$ cat src/rtl/risc16_pkg.sv
// Shared types, constants and helpers for the RISC_16 single-step harness.
package risc16_pkg;

  localparam logic [15:0] NOP_INSTR = 16'h0000;

  typedef enum logic [1:0] {StIdle, StStep, StRun, StHalt} state_e;

  // Active-low gfedcba glyphs, index = hex digit (F down to 0 in the literal).
  localparam logic [15:0][6:0] SEG_GLYPHS = {
    7'h0e, 7'h06, 7'h21, 7'h46, 7'h03, 7'h08, 7'h10, 7'h00,
    7'h78, 7'h02, 7'h12, 7'h19, 7'h30, 7'h24, 7'h79, 7'h40
  };

  function automatic logic [15:0] pack_instr(logic [9:0] sw);
    return {sw[9:6], sw[5:2], 6'b000000, sw[1:0]};
  endfunction

  function automatic logic [6:0] seg7(logic [3:0] digit);
    return SEG_GLYPHS[digit];
  endfunction

endpackage

$ cat src/rtl/risc16_step_harness_if.sv
// Processor-side bus: stage ticks and display in, step enable and instruction out.
interface risc16_step_harness_if #(
  parameter int unsigned NUM_STAGES = 5
);
  logic [NUM_STAGES-1:0] tick;
  logic [15:0]           proc_display;
  logic                  proc_step;
  logic [15:0]           instruction;

  modport master (input tick, proc_display, output proc_step, instruction);
  modport slave  (output tick, proc_display, input proc_step, instruction);
endinterface

$ cat src/rtl/key_debounce.sv
// Synchronises a raw active-low key and emits a one-cycle pulse per debounced press.
module key_debounce #(
  parameter int unsigned DEBOUNCE_CYC = 50000
) (
  input  logic clk,
  input  logic rst_n,
  input  logic key_n,
  output logic press
);
  localparam int unsigned CntW = $clog2(DEBOUNCE_CYC + 1);
  localparam logic [CntW-1:0] CntLast = CntW'(DEBOUNCE_CYC - 1);
  localparam logic [CntW-1:0] CntOne  = CntW'(1);

  logic            sync1_q, sync2_q, level_q;
  logic [CntW-1:0] cnt_q;

  always_ff @(posedge clk or negedge rst_n) begin
    if (!rst_n) begin
      sync1_q <= 1'b1;
      sync2_q <= 1'b1;
      level_q <= 1'b1;
      cnt_q   <= '0;
      press   <= 1'b0;
    end else begin
      sync1_q <= key_n;
      sync2_q <= sync1_q;
      press   <= 1'b0;
      if (sync2_q == level_q) begin
        cnt_q <= '0;
      end else if (cnt_q == CntLast) begin
        // Only a newly accepted low level counts as a press.
        level_q <= sync2_q;
        cnt_q   <= '0;
        press   <= ~sync2_q;
      end else begin
        cnt_q <= cnt_q + CntOne;
      end
    end
  end

endmodule

$ cat src/rtl/risc16_step_harness.sv
// Board-level single-step/run harness: key debounce, instruction FIFO, step FSM, displays.
module risc16_step_harness
  import risc16_pkg::*;
#(
  parameter int unsigned NUM_STAGES   = 5,
  parameter int unsigned BUF_DEPTH    = 8,
  parameter int unsigned DEBOUNCE_CYC = 50000,
  parameter int unsigned RUN_DIV      = 12500000
) (
  input  logic                         clk,
  input  logic                         rst_n,
  input  logic                         key_step_n,
  input  logic                         key_load_n,
  input  logic [9:0]                   sw,
  input  logic                         run_mode,
  risc16_step_harness_if.master        proc,
  output logic [9:0]                   ledr,
  output logic [6:0]                   hex_stage,
  output logic [6:0]                   hex_count,
  output logic                         overflow,
  output logic                         halted
);
  localparam int unsigned AW   = $clog2(BUF_DEPTH);
  localparam int unsigned DivW = $clog2(RUN_DIV);
  localparam int unsigned StW  = $clog2(NUM_STAGES + 1);
  localparam logic [AW:0]     PtrOne  = (AW + 1)'(1);
  localparam logic [AW:0]     DepthV  = (AW + 1)'(BUF_DEPTH);
  localparam logic [DivW-1:0] DivLast = DivW'(RUN_DIV - 1);
  localparam logic [DivW-1:0] DivOne  = DivW'(1);

  logic step_press, load_press;

  key_debounce #(.DEBOUNCE_CYC(DEBOUNCE_CYC)) u_step_key (
    .clk   (clk),
    .rst_n (rst_n),
    .key_n (key_step_n),
    .press (step_press)
  );

  key_debounce #(.DEBOUNCE_CYC(DEBOUNCE_CYC)) u_load_key (
    .clk   (clk),
    .rst_n (rst_n),
    .key_n (key_load_n),
    .press (load_press)
  );

  logic [15:0]     mem [BUF_DEPTH];
  logic [AW:0]     wr_q, rd_q, count;
  logic            push_q, push, pop, full, empty, fetch;
  logic            overflow_q, halted_q, step_q, step_go, halt_go;
  logic [15:0]     instr_q;
  logic [DivW-1:0] div_q;
  state_e          state_q;

  assign count = wr_q - rd_q;
  assign full  = (count == DepthV);
  assign empty = (count == '0);
  assign push  = push_q && !full;
  assign fetch = proc.tick[NUM_STAGES-1];
  assign pop   = step_go && fetch && !empty;

  always_ff @(posedge clk or negedge rst_n) begin
    if (!rst_n) begin
      wr_q       <= '0;
      rd_q       <= '0;
      push_q     <= 1'b0;
      overflow_q <= 1'b0;
    end else begin
      push_q <= load_press;
      if (push) wr_q <= wr_q + PtrOne;
      if (pop)  rd_q <= rd_q + PtrOne;
      if (push_q && full) overflow_q <= 1'b1;
    end
  end

  always_ff @(posedge clk) begin
    if (push) mem[wr_q[AW-1:0]] <= pack_instr(sw);
  end

  // An empty fetch racing a push holds the divider so the new word is fetched next cycle.
  always_comb begin
    step_go = 1'b0;
    halt_go = 1'b0;
    unique case (state_q)
      StIdle: step_go = step_press;
      StRun: begin
        if (run_mode && div_q == DivLast) begin
          if (fetch && empty) halt_go = !push;
          else                step_go = 1'b1;
        end
      end
      default: ;
    endcase
  end

  always_ff @(posedge clk or negedge rst_n) begin
    if (!rst_n) begin
      state_q  <= StIdle;
      step_q   <= 1'b0;
      instr_q  <= NOP_INSTR;
      div_q    <= '0;
      halted_q <= 1'b0;
    end else begin
      step_q <= step_go;
      if (step_go && fetch) instr_q <= empty ? NOP_INSTR : mem[rd_q[AW-1:0]];
      unique case (state_q)
        StIdle: begin
          if (step_press) begin
            state_q <= StStep;
          end else if (run_mode) begin
            state_q <= StRun;
            div_q   <= '0;
          end
        end
        StStep: state_q <= StIdle;
        StRun: begin
          if (!run_mode) begin
            state_q <= StIdle;
            div_q   <= '0;
          end else if (halt_go) begin
            state_q  <= StHalt;
            halted_q <= 1'b1;
            div_q    <= '0;
          end else if (div_q != DivLast) begin
            div_q <= div_q + DivOne;
          end else if (step_go) begin
            div_q <= '0;
          end
        end
        StHalt: begin
          if (!run_mode) begin
            state_q  <= StIdle;
            halted_q <= 1'b0;
          end else if (push) begin
            state_q  <= StRun;
            halted_q <= 1'b0;
            div_q    <= '0;
          end
        end
        default: state_q <= StIdle;
      endcase
    end
  end

  logic [NUM_STAGES-1:0] tick;
  logic [StW-1:0]        stage;

  always_comb begin
    tick  = proc.tick;
    stage = '0;
    if (tick != '0 && (tick & (tick - NUM_STAGES'(1))) == '0) begin
      for (int k = 0; k < NUM_STAGES; k++) begin
        if (tick[NUM_STAGES-1-k]) stage = StW'(k + 1);
      end
    end
  end

  logic unused_display;
  assign unused_display = ^proc.proc_display[15:10];

  assign proc.proc_step   = step_q;
  assign proc.instruction = instr_q;
  assign ledr             = proc.proc_display[9:0];
  assign hex_stage        = seg7(4'(stage));
  assign hex_count        = seg7(4'(count));
  assign overflow         = overflow_q;
  assign halted           = halted_q;

endmodule

$ cat src/flat_wrapper.sv
// flat-port wrapper written by rule: the top's interface ports become plain ports
module risc16_step_harness_flat import risc16_pkg::*;
#(
  parameter int unsigned NUM_STAGES   = 5,
  parameter int unsigned BUF_DEPTH    = 8,
  parameter int unsigned DEBOUNCE_CYC = 50000,
  parameter int unsigned RUN_DIV      = 12500000
)
  (clk, rst_n, key_step_n, key_load_n, sw, run_mode, ledr, hex_stage, hex_count, overflow, halted, proc_tick, proc_proc_display, proc_proc_step, proc_instruction);
  risc16_step_harness_if #(.NUM_STAGES(NUM_STAGES)) proc_i ();
  input  logic clk;
  input  logic rst_n;
  input  logic key_step_n;
  input  logic key_load_n;
  input  logic [9:0] sw;
  input  logic run_mode;
  output logic [9:0] ledr;
  output logic [6:0] hex_stage;
  output logic [6:0] hex_count;
  output logic overflow;
  output logic halted;
  input wire logic [$bits(proc_i.tick)-1:0] proc_tick;
  input wire logic [$bits(proc_i.proc_display)-1:0] proc_proc_display;
  output wire logic [$bits(proc_i.proc_step)-1:0] proc_proc_step;
  output wire logic [$bits(proc_i.instruction)-1:0] proc_instruction;
  assign proc_i.tick = proc_tick;
  assign proc_i.proc_display = proc_proc_display;
  assign proc_proc_step = proc_i.proc_step;
  assign proc_instruction = proc_i.instruction;
  risc16_step_harness #(.NUM_STAGES(NUM_STAGES), .BUF_DEPTH(BUF_DEPTH), .DEBOUNCE_CYC(DEBOUNCE_CYC), .RUN_DIV(RUN_DIV)) u_core (.clk(clk), .rst_n(rst_n), .key_step_n(key_step_n), .key_load_n(key_load_n), .sw(sw), .run_mode(run_mode), .proc(proc_i), .ledr(ledr), .hex_stage(hex_stage), .hex_count(hex_count), .overflow(overflow), .halted(halted));
endmodule
$ cat config.mk
export PLATFORM = sky130hd
export DESIGN_NAME = risc16_step_harness_flat
export DESIGN_NICKNAME = d
export VERILOG_FILES = /design/src/rtl/risc16_pkg.sv /design/src/rtl/risc16_step_harness_if.sv /design/src/rtl/key_debounce.sv /design/src/rtl/risc16_step_harness.sv /design/src/flat_wrapper.sv
export SDC_FILE = /design/constraint.sdc
export NUM_CORES = 1
export LEC_CHECK = 0
export CORE_MARGIN = 4
export CORE_UTILIZATION = 30
export DETAILED_ROUTE_END_ITERATION = 12
export PLACE_DENSITY = 0.56
export SLEW_MARGIN = 20
export SYNTH_ARGS = -nofsm -noshare
export SYNTH_HDL_FRONTEND = slang
export SYNTH_SLANG_ARGS = --single-unit
export TNS_END_PERCENT = 5
$ cat constraint.sdc
create_clock -name clk -period 5.2 [get_ports clk]
set_input_delay 0.52 -clock clk [delete_from_list [all_inputs] [get_ports clk]]
set_output_delay 0.52 -clock clk [all_outputs]
set_load 0.1 [all_outputs]
Word level (Yosys, flattened, before mapping)
Memory sizes are Yosys's and may differ from the RTL's.
Cells that the tools add are included.
{"block": "word_totals", "reg_bits": 94, "ramBits": 80, "rom_bits": 168, "input_bits": 36, "output_inout_bits": 43, "wordCells": 123, "mem_count": 3}
{"memory": "(name not given)", "words": 16, "width": 7, "rd": 1, "rd_clocked_by_memory_dff": 0, "wr": 0, "line": "risc16_pkg.sv:19", "text": "return SEG_GLYPHS[digit];"}
{"memory": "u_core.mem", "words": 8, "width": 10, "rd": 1, "rd_clocked_by_memory_dff": 0, "wr": 1, "line": "risc16_step_harness.sv:47", "text": "logic [15:0] mem [BUF_DEPTH];"}
{"memory": "(name not given)", "words": 8, "width": 7, "rd": 1, "rd_clocked_by_memory_dff": 0, "wr": 0, "line": "risc16_pkg.sv:19"}
{"block": "classes", "n_addsub": 7, "order_cmp": 2, "eq_ne": 20, "muxes": 46, "bitwise": 5, "n_reduce_logical": 21}
{"op": "$mux W24", "n": 8}
{"op": "$mux W16", "n": 5}
{"op": "$pmux W24 S3", "n": 1}
{"op": "$add A16 B1 Y16 const B", "n": 2}
{"op": "$eq A16 B16 Y1 const B", "n": 2}
{"op": "$add A24 B1 Y24 const B", "n": 1}
{"op": "$eq A24 B24 Y1 const B", "n": 1}
{"op": "$ne A24 B24 Y1 const B", "n": 1}
{"op": "$mux W1", "n": 16}
{"op": "$mux W2", "n": 8}
{"op": "$mux W7", "n": 2}
{"op": "$mux W3", "n": 3}
{"op": "$add A4 B1 Y4 const B", "n": 2}
{"op": "$ne A2 B2 Y1 const B", "n": 4}
{"op": "$pmux W2 S4", "n": 1}
{"op": "$logic_and A1 B1 Y1", "n": 7}
{"op": "$ne A3 B2 Y1 const B", "n": 2}
{"op": "$reduce_and A6 Y1", "n": 1}
{"op": "$and A5 B5 Y5", "n": 1}
{"op": "$logic_not A5 Y1", "n": 1}
{"op": "$lt A3 B5 Y1 const B", "n": 1}
{"op": "$lt A4 B5 Y1 const B", "n": 1}
{"op": "$ne A5 B2 Y1 const B", "n": 1}
{"op": "$reduce_bool A5 Y1", "n": 1}
{"op": "18 further kinds", "n": 28}

Depth between registers and ports, before layout
Gate-level depths: netlist of run 1.
{"block": "logic_depth", "ltp_word": 11, "depth_mapped": 13, "depth_no_buf": 11}

By module
A second synthesis of run 1 with hierarchy kept.
{"block": "unflattened", "cells_unflattened": 649, "hier_area_um2": 8207.9}
{"module": "risc16_step_harness", "n_inst": 1, "cells_per_inst": 463, "area_per_inst_um2": 6080.8, "seq_area_each_um2": 3603.5}
{"module": "key_debounce", "n_inst": 2, "cells_per_inst": 93, "area_per_inst_um2": 1063.5, "seq_area_each_um2": 504.2}

Least setup slack after synthesis of run 1
OpenSTA, ideal clock, no wires.
{"block": "synth_path", "path_kind": "register to output", "start": "register u_core.rd_q[2]", "end": "output port hex_count[0]", "arrival_time_ns": 4.270, "required_ns": 4.680, "slack_ns": 0.410, "stages_incl_launch_ff": 11, "n_path_buf": 2, "path_cell_list": "dfrtp_1 > inv_1 > buf_1 > ha_1 > a21oi_1 > a21oi_1 > or2_2 > buf_2 > nand2_1 > nor2_1 > nor3_1"}
{"block": "synth_via", "elab_chain_len": 3}
{"element": "start: declaration", "line": "risc16_step_harness.sv:48", "text": "logic [AW:0] wr_q, rd_q, count;"}
{"element": "start signal: assignment", "line": "risc16_step_harness.sv:71", "text": "if (pop) rd_q <= rd_q + PtrOne;"}
{"element": "$sub A4 B4 Y4", "line": "risc16_step_harness.sv:55", "text": "assign count = wr_q - rd_q;"}
{"element": "$mem_v2 Z16 W7"}
{"element": "$mux W7 (not written as such)", "line": "risc16_pkg.sv:19"}
{"element": "end: declaration", "line": "flat_wrapper.sv:19", "text": "output logic [6:0] hex_count;"}
Every way passes these cells. The select of a mux whose other input is x is not followed.

Worst setup path after layout of run 1
{"block": "layout_path", "start": "input port proc_tick[4]", "end": "output port hex_stage[3]"}
{"block": "layout_via", "elab_chain_len": 8, "word_cells_on_any_way": 13, "classes_between": "add/sub: 1; mux: 7; bitwise: 1; reduce/logical: 3; memory: 1"}
{"element": "start: declaration", "line": "flat_wrapper.sv:22", "text": "input wire logic [$bits(proc_i.tick)-1:0] proc_tick;"}
{"element": "branches (longest 5 deep; another with $sub A5 B1 Y5)"}
{"element": "$mux W3 (*)", "line": "risc16_step_harness.sv:151", "text": "if (tick != '0 && (tick & (tick - NUM_STAGES'(1))) == '0) begin"}
{"element": "$mem_v2 Z8 W7 (*)"}
{"element": "$mux W7 (not written as such) (*)", "line": "risc16_pkg.sv:19"}
{"element": "end: declaration", "line": "flat_wrapper.sv:18", "text": "output logic [6:0] hex_stage;"}
Every way passes the cells marked *. The select of a mux whose other input is x is not followed.

==> results.toml, run 1 <==
[detailed_routing]
wl_per_cell_um = 15.57
vias_per_cell = 4.750
vias = 4854
wirelength_um = 15910
firstDrtPassIters = 4
drc = 0
drt_iter0_markers = 261
ant_nets = 0

[placement]
dp_hpwl_um = 10270
gp_congestion = 0.7649
dpl_worst_slack_ns = 1.210
portBuffers = 46
dp_cells = 989

[clocking]
cts_sinks = 168
cts-root-buf = "clkbuf_16"
htreeDepth = 4
cts_tree = "yes"
clkTransAtPathRegs_ns = 0.07
numCtsBuffers = 17
clk_path_buf_depth = 2
clock_latency_ns = 0.43

[yosys]
syn-cell-area_um2 = 7953
synthArstFlopShare_pct = 52.38
yosysMostFrequentCell = "dfrtp_1"
yosys_register_bits = 168
synth_commonest_cells = "dfrtp_1 (82), edfxtp_1 (80), nor2_1 (70)"
synth-edff-count = 80
synth_ff_type = "dfrtp_1"
yosysTopAreaCell = "edfxtp_1"
yosysTopAreaCellShare_pct = 30.21
synth.area.top_cells = "edfxtp_1 (30%), dfrtp_1 (26%), mux4_2 (5.7%)"
ys_seq_area_share_pct = 57.99
yosysUniqueCellTypes = 68
yosysWarnings = 0
synth_cells = 628
synth_area_per_cell_um2 = 12.66

[sta]
setup_tns_ns = 0
max_slew_margin_pct = 32.36
grt_setup_unrepaired = "no"
fin_crit_ns = 3.988
period_share_pct = 76.68
worst_slack_ns = 1.212
finalMaxSlewViolations = 0
setup_violations = 0
hold_viol = 0
tightest_slew_ns = 1.011
max_freq_ghz = 0.2508
fin_worst_skew_ns = 0.01321

[hold_path]
min_path_type = "reg -> reg"
min_from = "u_core.u_load_key.sync1_q$_DFF_PN1_"
whs_path_depth = 0
holdPathEnd = "u_core.u_load_key.sync2_q$_DFF_PN1_"

[floorplanning]
die_area_um2 = 29180
die-height_um = 170.8
ioPinCount = 79
fp.coreArea_um2 = 26060
die_w_um = 170.8
start_util_pct = 30.52
rows = 59

[power_and_ir_drop]
swShare_pct = 25.39
ir_drop_mv = 0.2057
p_seq_share_pct = 50.1
power_frac_clock_pct = 45.3
p_int_w = 0.002092
p_comb_share_pct = 4.6
p_per_area_nw_per_um2 = 300.3
leakage_nw = 3.590
switchingPower_w = 0.0007118

[setup_path]
rr_endpoint = "u_core.mem[2][3]$_DFFE_PP_"
cp.required_ns = 4.68
worstSetupStartpointType = "input port"
r2r_slack_ns = 1.81
critical_path_peak_fanout = 8
worstSetupEndpointType = "primary output"
r2r_start = "u_core.wr_q[0]$_DFFE_PN0P_"
cp_data_arrival_time_ns = 3.47
criticalPathCategory = "in -> out"
worst-r2r-cell-count = 10

[global_routing]
grt_usage_pct = 11.43
grt_max_degree = 64
top_usage_layer = "met2"
met2_usage_pct = 18.72
grt_pass1_vias = 4906
grtUsageMet3_pct = 2.518
grt_use_met1_pct = 15.33
grt_pass1_wl_um = 26370
antenna_found_initial = 1
grt-ovfl-total = 0

[finish]
fillers = 2525
insertedDiodeCount = 0
post-route-util_pct = 35.82
area_growth_pct = 17.39
ff_latch_area_um2 = 4612
final_net_count = 730
fin_cells = 1022
multi_input_area_um2 = 3098
drive_gt1_share_pct = 15.72

[flow_run]
max_cap_viol_count = 0

[outcome]
status = "finished clean"
-- layer usage --
layer	vias to the layer above	share of wire, %	routed length, um
li1	2386	-	-
met1	2384	46	7366
met2	72	49	7813
met3	10	3.6	579
met4	2	0.82	131
met5	-	0.13	20
-- repair_timing --
action,4_1_cts,5_1_grt
hold endpoints to repair,9,0
gates resized for setup,0,0
hold buffers,1,0
buffers inserted,0,0
-- registers in the layout, indices dropped and copies added (netlist names), 2 cells and up --
| name | cells |
|---|---|
| u_core.mem | 80 |
| u_core.div_q | 24 |
| u_core.u_load_key.cnt_q | 16 |
| u_core.u_step_key.cnt_q | 16 |
| u_core.proc.instruction | 10 |
| u_core.rd_q | 4 |
| u_core.wr_q | 4 |
| u_core.state_q | 2 |
-- worst max path at each step --
stage / cells past startpoint / endpoint / from / slack [ns]
2_1_floorplan: 10 / hex_count[0] / u_core.rd_q[2]$_DFFE_PN0P_ / 0.41
3_3_place_gp: 6 / hex_stage[3] / proc_tick[4] / 1.22
3_5_place_dp: 6 / hex_stage[0] / proc_tick[4] / 1.21
4_1_cts: 6 / hex_stage[3] / proc_tick[4] / 1.19
5_1_grt: 6 / hex_stage[3] / proc_tick[4] / 1.02
6_report: 6 / hex_stage[3] / proc_tick[4] / 1.21
-- power by group through the flow --
| stage | Combinational [W] | Clock (W) | Sequential (W) |
|---|---|---|---|
| after floorplan | 0.000119 | 0 | 0.00143 |
| after global placement | 0.000129 | 0 | 0.00143 |
| after detailed placement | 0.000130 | 0 | 0.00143 |
| after CTS | 0.000131 | 0.00131 | 0.00141 |
| after global routing | 0.000140 | 0.00137 | 0.00141 |
| final | 0.000128 | 0.00127 | 0.00141 |
-- placed cells by master, fill, tap and decap left out, drive strengths merged, types with 4 or more instances in the layout --
| cell type | netlist | routed |
|---|---|---|
| a21oi | 17 | 17 |
| a31oi | 9 | 9 |
| and2 | 7 | 7 |
| and3 | 14 | 14 |
| buf | 26 | 20 |
| clkbuf | 10 | 17 |
| clkdlybuf4s50 | 0 | 37 |
| clkinv | 0 | 7 |
| conb | 1 | 6 |
| dfrtp | 82 | 82 |
| dfstp | 6 | 6 |
| edfxtp | 80 | 80 |
| ha | 19 | 19 |
| inv | 16 | 23 |
| mux2 | 6 | 6 |
| mux2i | 12 | 12 |
| mux4 | 20 | 20 |
| nand2 | 42 | 42 |
| nand3 | 19 | 19 |
| nand4 | 13 | 13 |
| nor2 | 70 | 70 |
| nor3 | 11 | 11 |
| nor3b | 4 | 4 |
| nor4 | 9 | 9 |
| nor4b | 4 | 4 |
| o21ai | 34 | 34 |
| o2bb2ai | 12 | 12 |
| o31ai | 7 | 7 |
| or2 | 4 | 4 |
| xnor2 | 22 | 22 |
| xor2 | 21 | 21 |
-- stage by stage --
stage / total power (W) / area, um^2 / hold slack (ns)
finish: 0.002804 / 9335 / 0.3604
global route: 0.002914 / 9335 / 0.3608
CTS: 0.002844 / 9335 / 0.3607
detailed placement: 0.001563 / 8710 / 0.3478
global placement: 0.001562 / 8710 / 0.3462
floorplan: 0.001551 / 7971 / 0.2244
-- logic make-up (layout without fill, tap and decap cells) --
logic type	Yosys count	count (layout)	share of synthesized area [%]
compound gates	99	99	8.527
xor+xnor	43	43	4.830
fa+ha+maj	20	20	3.241
buf+inv	52	106	3.587
flops	168	168	57.99
mux	38	38	8.071
other cells	1	6	0.04715
simple gates	207	207	13.70
-- layout make-up --
cell class                      count  area share [%]
Clock buffer                       17           4.557
Inverter                           16          0.6433
Timing Repair Buffer               58           5.683
Sequential cell                   168           49.40
Clock inverter                     15           2.037
Multi-Input combinational cell    413           33.19
Tap cell                          335           4.490
-- worst max-delay path, cell delays in order --
cell,delay [ns]
clkdlybuf4s50_1,0.60
nor4_1,0.68
inv_1,0.18
ha_1,0.26
mux2_2,0.26
clkdlybuf4s50_1,0.96
(Power assumes the default switching activity.)
==> run 2, diff against run 1 <==
PLACE_DENSITY = 0.58   (was 0.56)
clock period = 3.4 ns   (was 5.2 ns; I/O delays follow)
==> run 2 against run 1 <==
Compared with the run above: the flow now finishes with violations (negative hold slack); clock skew decreased by 0.0042 ns; sequential share of layout area down 1.0 points; routed wire length shrank 0.29%; global-route usage shrank 0.078 points; combinational power increased by 64%; sequential cell count did not move; worst setup slack got worse by 0.99 ns; core utilization is 0.78 points higher; first-iteration DRC count increased by 14%; clock-buffer cell count grew 2; critical path depth rose by 2; via count up 2.9%; critical path type is now reg -> out.
==> results.toml, run 2 (synthesized netlist as in run 1, its figures left out) <==
[setup_path]
criticalPathCategory = "reg -> out"
cp_data_arrival_time_ns = 2.84
cp.required_ns = 3.06
critical_path_peak_fanout = 11
worstSetupStartpointType = "register"
worstSetupEndpointType = "primary output"

[sta]
period_share_pct = 93.38
finalMaxSlewViolations = 0
fin_hold_ws_ns = -0.05131
max_slew_margin_pct = 33.91
tightest_slew_ns = 0.9883
max_freq_ghz = 0.3150
setup_violations = 0
hold_viol = 68
setup_tns_ns = 0
grt_setup_unrepaired = "no"
fin_worst_skew_ns = 0.009043
fin_crit_ns = 3.175

[finish]
multi_input_area_um2 = 3115
fillers = 2469
ff_latch_area_um2 = 4612
insertedDiodeCount = 0
area_growth_pct = 19.93
largest_reg_flops = 80
fin_cells = 1029
final_net_count = 737
drive_gt1_share_pct = 17.87
layout_common_cells = "dfrtp_1 (82), edfxtp_1 (80), nor2_1 (70)"
final_common_cell = "dfrtp_1"

[clocking]
htreeDepth = 4
clkTransAtPathRegs_ns = 0.06
post-cts-setup-buffer-count = 0
clock_latency_ns = 0.43
cts_sinks = 168
ctsHoldBuffers = 0
numCtsBuffers = 17
clk_path_buf_depth = 2
cts_resized = 0
cts-root-buf = "clkbuf_16"
cts_tree = "yes"

[detailed_routing]
vias_per_cell = 4.854
wirelength_um = 15870
vias = 4995
drc = 0
ant_nets = 0
wl_per_cell_um = 15.42
drt_iter0_markers = 297
firstDrtPassIters = 4

[power_and_ir_drop]
swShare_pct = 22.89
p_per_area_nw_per_um2 = 452.5
switchingPower_w = 0.0009881
p_comb_share_pct = 4.9
p_seq_share_pct = 49.9
ir_drop_mv = 0.3508
p_int_w = 0.003328
leakage_nw = 3.691
power_frac_clock_pct = 45.3

[outcome]
violations = "negative hold slack"
status = "finished, violations left"

[floorplanning]
die_area_um2 = 29180
fp.coreArea_um2 = 26060
start_util_pct = 30.52
ioPinCount = 79
rows = 59
die_w_um = 170.8
die-height_um = 170.8

[flow_run]
max_cap_viol_count = 0

[global_routing]
grt_pass1_wl_um = 26220
grt-ovfl-total = 0
grt_max_degree = 76
grt_pass1_vias = 5022
grt_usage_pct = 11.36
antenna_found_initial = 2

[placement]
gp_congestion = 0.7584
portBuffers = 46
dp_cells = 997
dp_hpwl_um = 10150

[hold_path]
min_path_type = "in -> async"
## run 2: changes by cell type in the layout (fill, tap and decap cells not counted), moves of 2 or more
cell,before,now
clkinv_8,5,0
clkdlybuf4s50_1,37,31
bufinv_16,0,2
buf_12,0,13
inv_8,6,2
inv_6,0,5
## run 2: power groups by stage
stage          Clock, W  Sequential, W  Combinational [W]
2_1_floorplan         0        0.00219           0.000182
4_1_cts         0.00200        0.00215           0.000213
6_report        0.00195        0.00215           0.000210
5_1_grt         0.00208        0.00215           0.000229
3_3_place_gp          0        0.00219           0.000210
3_5_place_dp          0        0.00219           0.000212
## run 2: layout make-up
type | count | area share, %
Tap cell | 335 | 4.395
Inverter | 16 | 0.6297
Clock inverter | 13 | 1.640
Timing Repair Buffer | 65 | 7.674
Sequential cell | 168 | 48.35
Clock buffer | 19 | 4.644
Multi-Input combinational cell | 413 | 32.66
## run 2: metrics by stage
| step | util [%] | cell area [um^2] | hold slack, ns | worst slack (ns) | total power (W) |
|---|---|---|---|---|---|
| floorplan | - | 7989 | 0.04441 | -0.4022 | 0.002373 |
| global placement | 34.29 | 8935 | 0.3358 | 0.4882 | 0.002403 |
| detailed placement | 34.29 | 8935 | 0.3347 | 0.4447 | 0.002404 |
| CTS | 36.59 | 9534 | 0.1219 | 0.1786 | 0.004364 |
| global route | 36.60 | 9538 | 0.02052 | 0.04937 | 0.004465 |
| finish | 36.60 | 9538 | -0.05131 | 0.2250 | 0.004316 |
## run 2: path summary, 6_finish.rpt
check	from	endpoint	slack, ns	cells after the start
hold reg to reg	u_core.u_load_key.press$_DFF_PN0_	u_core.push_q$_DFF_PN0_	0.35	0
setup reg to reg	u_core.wr_q[0]$_DFFE_PN0P_	u_core.wr_q[1]$_DFFE_PN0P_	0.47	10
setup / recovery	u_core.wr_q[2]$_DFFE_PN0P_	hex_count[0]	0.22	8
max in group asynchronous	rst_n	u_core.div_q[9]$_DFFE_PN0P_	2.77	2
min in group clk	key_load_n	u_core.u_load_key.sync1_q$_DFF_PN1_	0.32	1
hold / removal	rst_n	u_core.u_step_key.cnt_q[7]$_DFF_PN0_	-0.05	1
## run 2: critical path: stages, from the launching register on
cell	delay [ns]
dfrtp_1	0.49
ha_1	0.42
a21oi_1	0.22
a21oi_1	0.17
or2_2	0.43
nand2_1	0.13
nor2_1	0.07
nor3_2	0.27
buf_12	0.21
## run 2: routing by layer
metal / up-vias / GRT usage, % / wire length [um]
met4: 4 / 4.340 / 279
met1: 2479 / 15.06 / 7341
met2: 87 / 18.14 / 7483
met3: 23 / 2.750 / 734
met5: - / 0 / 27
li1: 2402 / - / -
